### config.mk
export PLATFORM = sky130hd
export DESIGN_NAME = cache_ctrl_flat
export DESIGN_NICKNAME = d
export VERILOG_FILES = /design/src/rtl/cache_if.sv /design/src/rtl/cache_ctrl.sv /design/src/flat_wrapper.sv
export SDC_FILE = /design/constraint.sdc
export NUM_CORES = 2
export LEC_CHECK = 0
export CORE_ASPECT_RATIO = 0.75
export CORE_MARGIN = 2
export CORE_UTILIZATION = 35
export DETAILED_ROUTE_END_ITERATION = 8
export GPL_TIMING_DRIVEN = 0
export PLACE_DENSITY_LB_ADDON = 0.12
export SETUP_SLACK_MARGIN = 0.05
export SLEW_MARGIN = 10
export SYNTH_ARGS = -nofsm -noshare
export SYNTH_HDL_FRONTEND = slang
export SYNTH_MEMORY_MAX_BITS = 65536
export SYNTH_SLANG_ARGS = --single-unit
### constraint.sdc
create_clock -name clk -period 14.7 [get_ports clk]
set_input_delay 3.675 -clock clk [delete_from_list [all_inputs] [get_ports clk]]
set_output_delay 3.675 -clock clk [all_outputs]
set_load 0.02 [all_outputs]
### src/rtl/cache_if.sv
// cache_if: CPU load/store port and word-wide memory port of cache_ctrl.
interface cache_if;
  logic        cpu_req, cpu_we, cpu_ready, mem_req, mem_we, mem_ack;
  logic [31:0] cpu_addr, cpu_wdata, cpu_rdata, mem_addr, mem_wdata, mem_rdata;
  modport slave (
    input  cpu_req, cpu_we, cpu_addr, cpu_wdata, mem_ack, mem_rdata,
    output cpu_rdata, cpu_ready, mem_req, mem_we, mem_addr, mem_wdata
  );
  modport master (
    output cpu_req, cpu_we, cpu_addr, cpu_wdata, mem_ack, mem_rdata,
    input  cpu_rdata, cpu_ready, mem_req, mem_we, mem_addr, mem_wdata
  );
endinterface

### src/rtl/cache_ctrl.sv
// cache_ctrl: N-way set-associative write-through, no-write-allocate data cache with blocking refill.
// Defining CACHE_STATS_EN adds saturating hit_count/miss_count outputs.
module cache_ctrl #(
  parameter int NUM_SETS    = 16,
  parameter int NUM_WAYS    = 2,
  parameter int BLOCK_WORDS = 4
) (
  input  logic        clk,
  input  logic        rst,
`ifdef CACHE_STATS_EN
  output logic [31:0] hit_count,
  output logic [31:0] miss_count,
`endif
  cache_if.slave      bus
);
  localparam int OFF_W = $clog2(BLOCK_WORDS);
  localparam int SET_W = $clog2(NUM_SETS);
  localparam int TAG_W = 30 - OFF_W - SET_W;
  localparam int WAY_W = NUM_WAYS > 1 ? $clog2(NUM_WAYS) : 1;
  typedef enum logic [1:0] {IDLE, REFILL, WRITE} state_t;
  state_t           state_q;
  logic [31:0]      data_q  [NUM_SETS][NUM_WAYS][BLOCK_WORDS];
  logic [TAG_W-1:0] tag_q   [NUM_SETS][NUM_WAYS];
  logic [NUM_WAYS-1:0] valid_q [NUM_SETS];
  logic [WAY_W-1:0] vptr_q  [NUM_SETS];
  logic [OFF_W-1:0] beat_q;
  logic [WAY_W-1:0] victim_q, hit_way, inv_way;
  logic             from_vptr_q, hit, inv, last_beat;
  logic             mem_req_q, mem_we_q;
  logic [31:0]      mem_addr_q, mem_wdata_q;
  logic [TAG_W-1:0] tag_a;
  logic [SET_W-1:0] set_a;
  logic [OFF_W-1:0] off_a;
  assign tag_a = bus.cpu_addr[31 -: TAG_W];
  assign set_a = bus.cpu_addr[2+OFF_W +: SET_W];
  assign off_a = bus.cpu_addr[2 +: OFF_W];
  // Descending scan so the lowest-index invalid way wins victim selection.
  always_comb begin
    hit = 1'b0;
    hit_way = '0;
    inv = 1'b0;
    inv_way = '0;
    for (int w = NUM_WAYS - 1; w >= 0; w--) begin
      if (valid_q[set_a][w] && tag_q[set_a][w] == tag_a) begin
        hit = 1'b1;
        hit_way = WAY_W'(w);
      end
      if (!valid_q[set_a][w]) begin
        inv = 1'b1;
        inv_way = WAY_W'(w);
      end
    end
  end
  assign last_beat     = state_q == REFILL && bus.mem_ack && &beat_q;
  assign bus.cpu_ready = state_q == IDLE ? bus.cpu_req && !bus.cpu_we && hit
                                         : state_q == WRITE && bus.mem_ack;
  assign bus.cpu_rdata = bus.cpu_ready && !bus.cpu_we ? data_q[set_a][hit_way][off_a] : '0;
  assign bus.mem_req   = mem_req_q;
  assign bus.mem_we    = mem_we_q;
  assign bus.mem_addr  = mem_addr_q;
  assign bus.mem_wdata = mem_wdata_q;
  always_ff @(posedge clk or posedge rst) begin
    if (rst) begin
      state_q     <= IDLE;
      beat_q      <= '0;
      victim_q    <= '0;
      from_vptr_q <= 1'b0;
      mem_req_q   <= 1'b0;
      mem_we_q    <= 1'b0;
      mem_addr_q  <= '0;
      mem_wdata_q <= '0;
      for (int s = 0; s < NUM_SETS; s++) begin
        valid_q[s] <= '0;
        vptr_q[s]  <= '0;
      end
    end else begin
      case (state_q)
        IDLE:
          if (bus.cpu_req && bus.cpu_we) begin
            state_q     <= WRITE;
            mem_req_q   <= 1'b1;
            mem_we_q    <= 1'b1;
            mem_addr_q  <= {bus.cpu_addr[31:2], 2'b00};
            mem_wdata_q <= bus.cpu_wdata;
          end else if (bus.cpu_req && !hit) begin
            state_q     <= REFILL;
            mem_req_q   <= 1'b1;
            mem_we_q    <= 1'b0;
            beat_q      <= '0;
            victim_q    <= inv ? inv_way : vptr_q[set_a];
            from_vptr_q <= !inv;
            mem_addr_q  <= {tag_a, set_a, {OFF_W{1'b0}}, 2'b00};
          end
        REFILL:
          if (bus.mem_ack) begin
            beat_q <= beat_q + 1'b1;
            mem_addr_q[2 +: OFF_W] <= beat_q + 1'b1;
            if (&beat_q) begin
              state_q <= IDLE;
              mem_req_q <= 1'b0;
              valid_q[set_a][victim_q] <= 1'b1;
              if (from_vptr_q && NUM_WAYS > 1) vptr_q[set_a] <= vptr_q[set_a] + 1'b1;
            end
          end
        default:
          if (bus.mem_ack) begin
            state_q   <= IDLE;
            mem_req_q <= 1'b0;
            mem_we_q  <= 1'b0;
          end
      endcase
    end
  end
  always_ff @(posedge clk) begin
    if (state_q == REFILL && bus.mem_ack) data_q[set_a][victim_q][beat_q] <= bus.mem_rdata;
    if (last_beat) tag_q[set_a][victim_q] <= tag_a;
    if (state_q == WRITE && bus.mem_ack && hit) data_q[set_a][hit_way][off_a] <= bus.cpu_wdata;
  end
`ifdef CACHE_STATS_EN
  logic replay_q, hit_inc, miss_inc;
  assign hit_inc  = (state_q == IDLE && bus.cpu_ready && !replay_q) ||
                    (state_q == WRITE && bus.mem_ack && hit);
  assign miss_inc = (state_q == IDLE && bus.cpu_req && !bus.cpu_we && !hit) ||
                    (state_q == WRITE && bus.mem_ack && !hit);
  // The hit that replays a just-refilled load is not a new access.
  always_ff @(posedge clk or posedge rst) begin
    if (rst) begin
      replay_q   <= 1'b0;
      hit_count  <= '0;
      miss_count <= '0;
    end else begin
      replay_q <= last_beat;
      if (hit_inc && ~&hit_count) hit_count <= hit_count + 1'b1;
      if (miss_inc && ~&miss_count) miss_count <= miss_count + 1'b1;
    end
  end
`endif
endmodule

### src/flat_wrapper.sv
// flat-port wrapper written by rule: the top's interface ports become plain ports
module cache_ctrl_flat 
#(
  parameter int NUM_SETS    = 16,
  parameter int NUM_WAYS    = 2,
  parameter int BLOCK_WORDS = 4
)
  (clk, rst, bus_cpu_req, bus_cpu_we, bus_cpu_addr, bus_cpu_wdata, bus_mem_ack, bus_mem_rdata, bus_cpu_rdata, bus_cpu_ready, bus_mem_req, bus_mem_we, bus_mem_addr, bus_mem_wdata);
  cache_if bus_i ();
  input  logic clk;
  input  logic rst;
  input wire logic [$bits(bus_i.cpu_req)-1:0] bus_cpu_req;
  input wire logic [$bits(bus_i.cpu_we)-1:0] bus_cpu_we;
  input wire logic [$bits(bus_i.cpu_addr)-1:0] bus_cpu_addr;
  input wire logic [$bits(bus_i.cpu_wdata)-1:0] bus_cpu_wdata;
  input wire logic [$bits(bus_i.mem_ack)-1:0] bus_mem_ack;
  input wire logic [$bits(bus_i.mem_rdata)-1:0] bus_mem_rdata;
  output wire logic [$bits(bus_i.cpu_rdata)-1:0] bus_cpu_rdata;
  output wire logic [$bits(bus_i.cpu_ready)-1:0] bus_cpu_ready;
  output wire logic [$bits(bus_i.mem_req)-1:0] bus_mem_req;
  output wire logic [$bits(bus_i.mem_we)-1:0] bus_mem_we;
  output wire logic [$bits(bus_i.mem_addr)-1:0] bus_mem_addr;
  output wire logic [$bits(bus_i.mem_wdata)-1:0] bus_mem_wdata;
  assign bus_i.cpu_req = bus_cpu_req;
  assign bus_i.cpu_we = bus_cpu_we;
  assign bus_i.cpu_addr = bus_cpu_addr;
  assign bus_i.cpu_wdata = bus_cpu_wdata;
  assign bus_i.mem_ack = bus_mem_ack;
  assign bus_i.mem_rdata = bus_mem_rdata;
  assign bus_cpu_rdata = bus_i.cpu_rdata;
  assign bus_cpu_ready = bus_i.cpu_ready;
  assign bus_mem_req = bus_i.mem_req;
  assign bus_mem_we = bus_i.mem_we;
  assign bus_mem_addr = bus_i.mem_addr;
  assign bus_mem_wdata = bus_i.mem_wdata;
  cache_ctrl #(.NUM_SETS(NUM_SETS), .NUM_WAYS(NUM_WAYS), .BLOCK_WORDS(BLOCK_WORDS)) u_core (.clk(clk), .rst(rst), .bus(bus_i));
endmodule
==> metrics.txt <==
CTS root buf=clkbuf_16; Die X=865 um; Starting Density=0.351; Critical path origin=bus_cpu_addr[5]; reg2reg path depth=13; layout cell share with drive strength beyond 1=0.356; number of flops mapped to enable cells by yosys=4864; Yosys reg bits=4982; failing checks=max-capacitance violations, max-slew violations, negative setup slack; sequential area share after synthesis=0.765; largest net degree at the start of global routing=83; initial antenna violation count=134; r2r setup slk=7.55 ns; hold_sp=u_core.valid_q[1]; Die Ht=650 um; Worst-path clk slew=0.06 ns; r2r startpoint=u_core.tag_q[8][31]; grt ovf=0; Final Max Slew Viols=24; Avg Cell Area, Syn=23.2 um2; gr usage total=0.263; Final Cycle Share=1.00; H-tree levels=6; P_int=24.1 mW; Seq pwr share=0.499; status=finished with violations; Worst Hold Class=register to register; Final HPWL DP=530000 um; final setup fails=4; CP arrival=11.07 ns; Max Cap Viol=2; switch share=0.240; CP Max Fanout=10; Peak supply drop=0.112 mV; Ys Warns=0; num rows=237; Critical Path RT=11.02 ns; crit path time final=14.75 ns; Worst Clk Skew=0.0971 ns; Mapped Area=0.195 mm2; PwrDens=136 mW/mm2; synth-to-layout area growth=19.4%; dpl ws=-1.98 ns; TritonCTS clock tree=done; Iteration-0 DRC Markers=17.9k; unique cell type count in the Yosys netlist=79; Fillers=47.7k; Final Hold Viols=0; Die ar.=0.562 mm2; combinational group share of total power=0.083; Post-synth top flop=edfxtp_1; reg2reg end=u_core.data_q[9][235]; Clock power frac=0.418; Mapped Cells=8406; clock latency on the worst-skew pair=1.10 ns; max_slew headroom=-0.0171; worst slew pin tran=1.53 ns; Setup crit end kind=primary output; Core Footprint=0.555 mm2; highest clock rate=67.8 MHz; Worst Setup Slack, final=-0.0483 ns; Routed WL per cell=43.2 um; Leak Pwr=72.8 nW; startpoint class of the critical path=primary input; number of post-CTS setup repair buffers=0; Final Util=0.419; DRT Pass-1 Iters=8; CTS sink count=4982; via count=105k; IO Port Bufs=191; hold buffer count at CTS=0; critical path capture point=bus_cpu_rdata[11]; I/O pin count=200; RSZ-0062 raised after global routing=false; final wirelength=756000 um; critical path class=primary input to primary output; placer congestion estimate=0.937; clock buffer depth=4; Sw Pwr=7.59 mW; vias in the first global route=98.8k; CTS buffer count=523; first-pass GRT wire length=973000 um; Antenna Violating Nets Remaining=0; Layout Nets=9585; vias per cell=6.01; Post-synth ARST share=0.0237; Residual DRC=0; Total Power=31.7 mW
==> logic make-up (layout without fill, tap and decap cells) <==
logic type / after synthesis / count (layout) / synth area share
flip-flops: 4982 / 4982 / 0.765
multiplexers: 1934 / 1934 / 0.196
AND/OR/NAND/NOR: 652 / 652 / 0.0144
buffers and inverters: 503 / 1982 / 0.0118
AO/OA/AOI/OAI: 285 / 285 / 0.00979
XOR/XNOR: 45 / 45 / 0.00202
adder cells (fa/ha/maj): 4 / 4 / 0.000257
other: 1 / 186 / 0.0000193
==> how the worst min path moves through the flow <==
stage                     slack [ns]  cells after the start                  to
after CTS                       0.47                      1  u_core.valid_q[23]
after floorplan                 0.43                      1  u_core.valid_q[10]
final                           0.47                      1   u_core.valid_q[1]
after global placement          0.45                      1  u_core.valid_q[18]
after detailed placement        0.45                      1  u_core.valid_q[23]
after global routing            0.47                      1  u_core.valid_q[23]
==> routing by layer <==
layer	global-route usage	wire [um]
met1	0.386	316000
met2	0.364	315000
met3	0.0979	99700
met4	0.0779	24400
met5	0	832
==> metrics by stage <==
step	instances	setup TNS, ns	hold WS (ns)	area, um2
global route	17300	0	0.474	232000
finish	17500	-0.144	0.467	232000
floorplan	8407	0	0.434	195000
CTS	17300	-0.483	0.466	232000
global placement	16000	-173.11	0.446	206000
detailed placement	16400	-30.97	0.451	215000
==> power by group through the flow <==
stage,Clock [mW],Sequential [mW],Combinational (mW)
2_1_floorplan,0,16.2,1.04
3_3_place_gp,0,16.1,2.44
3_5_place_dp,0,16.1,2.56
4_1_cts,13.4,15.8,2.58
5_1_grt,13.9,15.8,2.67
6_report,13.2,15.8,2.63
==> cells in the mapped netlist, types with 3 or more instances <==
library cell	instances	area [um2]
mux4_2	1480	33300
o21ai_0	34	170
mux2i_1	143	1430
a21boi_0	9	67.6
o211ai_1	4	30.0
a2111oi_0	4	35.0
dfrtp_1	118	2950
buf_6	21	236
a221oi_1	12	105
mux2_2	310	3490
o21ai_1	3	15.0
xor2_1	17	149
a21boi_1	3	22.5
xnor2_1	28	245
a21oi_1	67	335
or2_2	35	219
and2_1	9	56.3
nand2b_1	8	50.1
edfxtp_1	4864	146000
nor3_1	11	55.1
and3_1	9	56.3
nand4_1	8	50.1
buf_1	38	143
a2bb2oi_1	3	26.3
a22o_1	19	166
a32oi_1	5	43.8
o221ai_1	3	26.3
ha_1	4	50.1
a21o_1	3	22.5
clkbuf_1	266	998
nand2_1	302	1130
nor2b_1	9	56.3
o22ai_1	31	194
inv_1	22	82.6
a22oi_1	24	180
a211oi_1	5	37.5
buf_2	129	646
nor2_1	212	796
buf_4	25	188
nor4_1	4	25.0
o31ai_1	4	30.0
a31oi_1	29	181
nand3_1	27	135
==> state kept, by name, summed over array words and instances, names as in the netlist <==
| register | flops |
|---|---|
| u_core.data_q | 4096 |
| u_core.tag_q | 768 |
| u_core.bus.mem_wdata | 32 |
| u_core.valid_q | 32 |
| u_core.bus.mem_addr | 30 |
| u_core.vptr_q | 16 |
| u_core.beat_q | 2 |
| u_core.state_q | 2 |
| u_core.bus.mem_req | 1 |
| u_core.bus.mem_we | 1 |
| u_core.from_vptr_q | 1 |
| u_core.victim_q | 1 |
==> worst max-delay path, cell delays in order <==
cell and delay [ns]:
buf_4 0.20, buf_6 0.24, buf_6 0.22, buf_6 0.25
buf_4 0.37, buf_4 0.39, clkbuf_2 0.53, clkbuf_2 0.53
clkbuf_2 0.61, clkbuf_2 0.81, mux4_2 0.38, mux4_2 0.30
o22ai_4 0.19, a31oi_1 0.68, nand2_1 0.29, a21oi_1 0.49
clkdlybuf4s50_1 0.72
==> area by class of cell <==
cell class                 count  area [um2]  area share
clock inverter               258        2580      0.0111
antenna                      184         460     0.00198
buffer                       476        2490      0.0107
inverter                      24        97.6    0.000420
timing repair buffer         551        9470      0.0407
sequential                  4982      149000       0.641
multi-input combinational   2922       44900       0.193
tap                         7409        9270      0.0399
clock buffer                 673       14200      0.0609
==> cells in the final DEF (no fill, tap or decap), types with 21 or more instances in the layout <==
master,count
edfxtp_1,4864
mux4_2,1480
clkbuf_16,541
mux2_2,310
nand2_1,302
clkbuf_1,263
buf_12,256
buf_2,188
diode_2,184
nor2_4,163
mux2i_1,143
clkbuf_2,121
dfrtp_1,118
clkdlybuf4s50_1,105
buf_16,101
clkinv_1,94
clkinv_2,77
buf_4,65
a21oi_1,62
nor2_1,51
bufinv_16,37
or2_2,35
o21ai_0,32
xnor2_1,28
nand3_1,27
a31oi_1,27
buf_6,26
a22oi_1,24
inv_1,21
==> what timing repair did <==
action,4_1_cts,5_1_grt
setup endpoints to repair,32,15
cloned,0,0
resized for setup,81,17
hold endpoints to repair,0,0
Power figures use the tool's default switching activity.
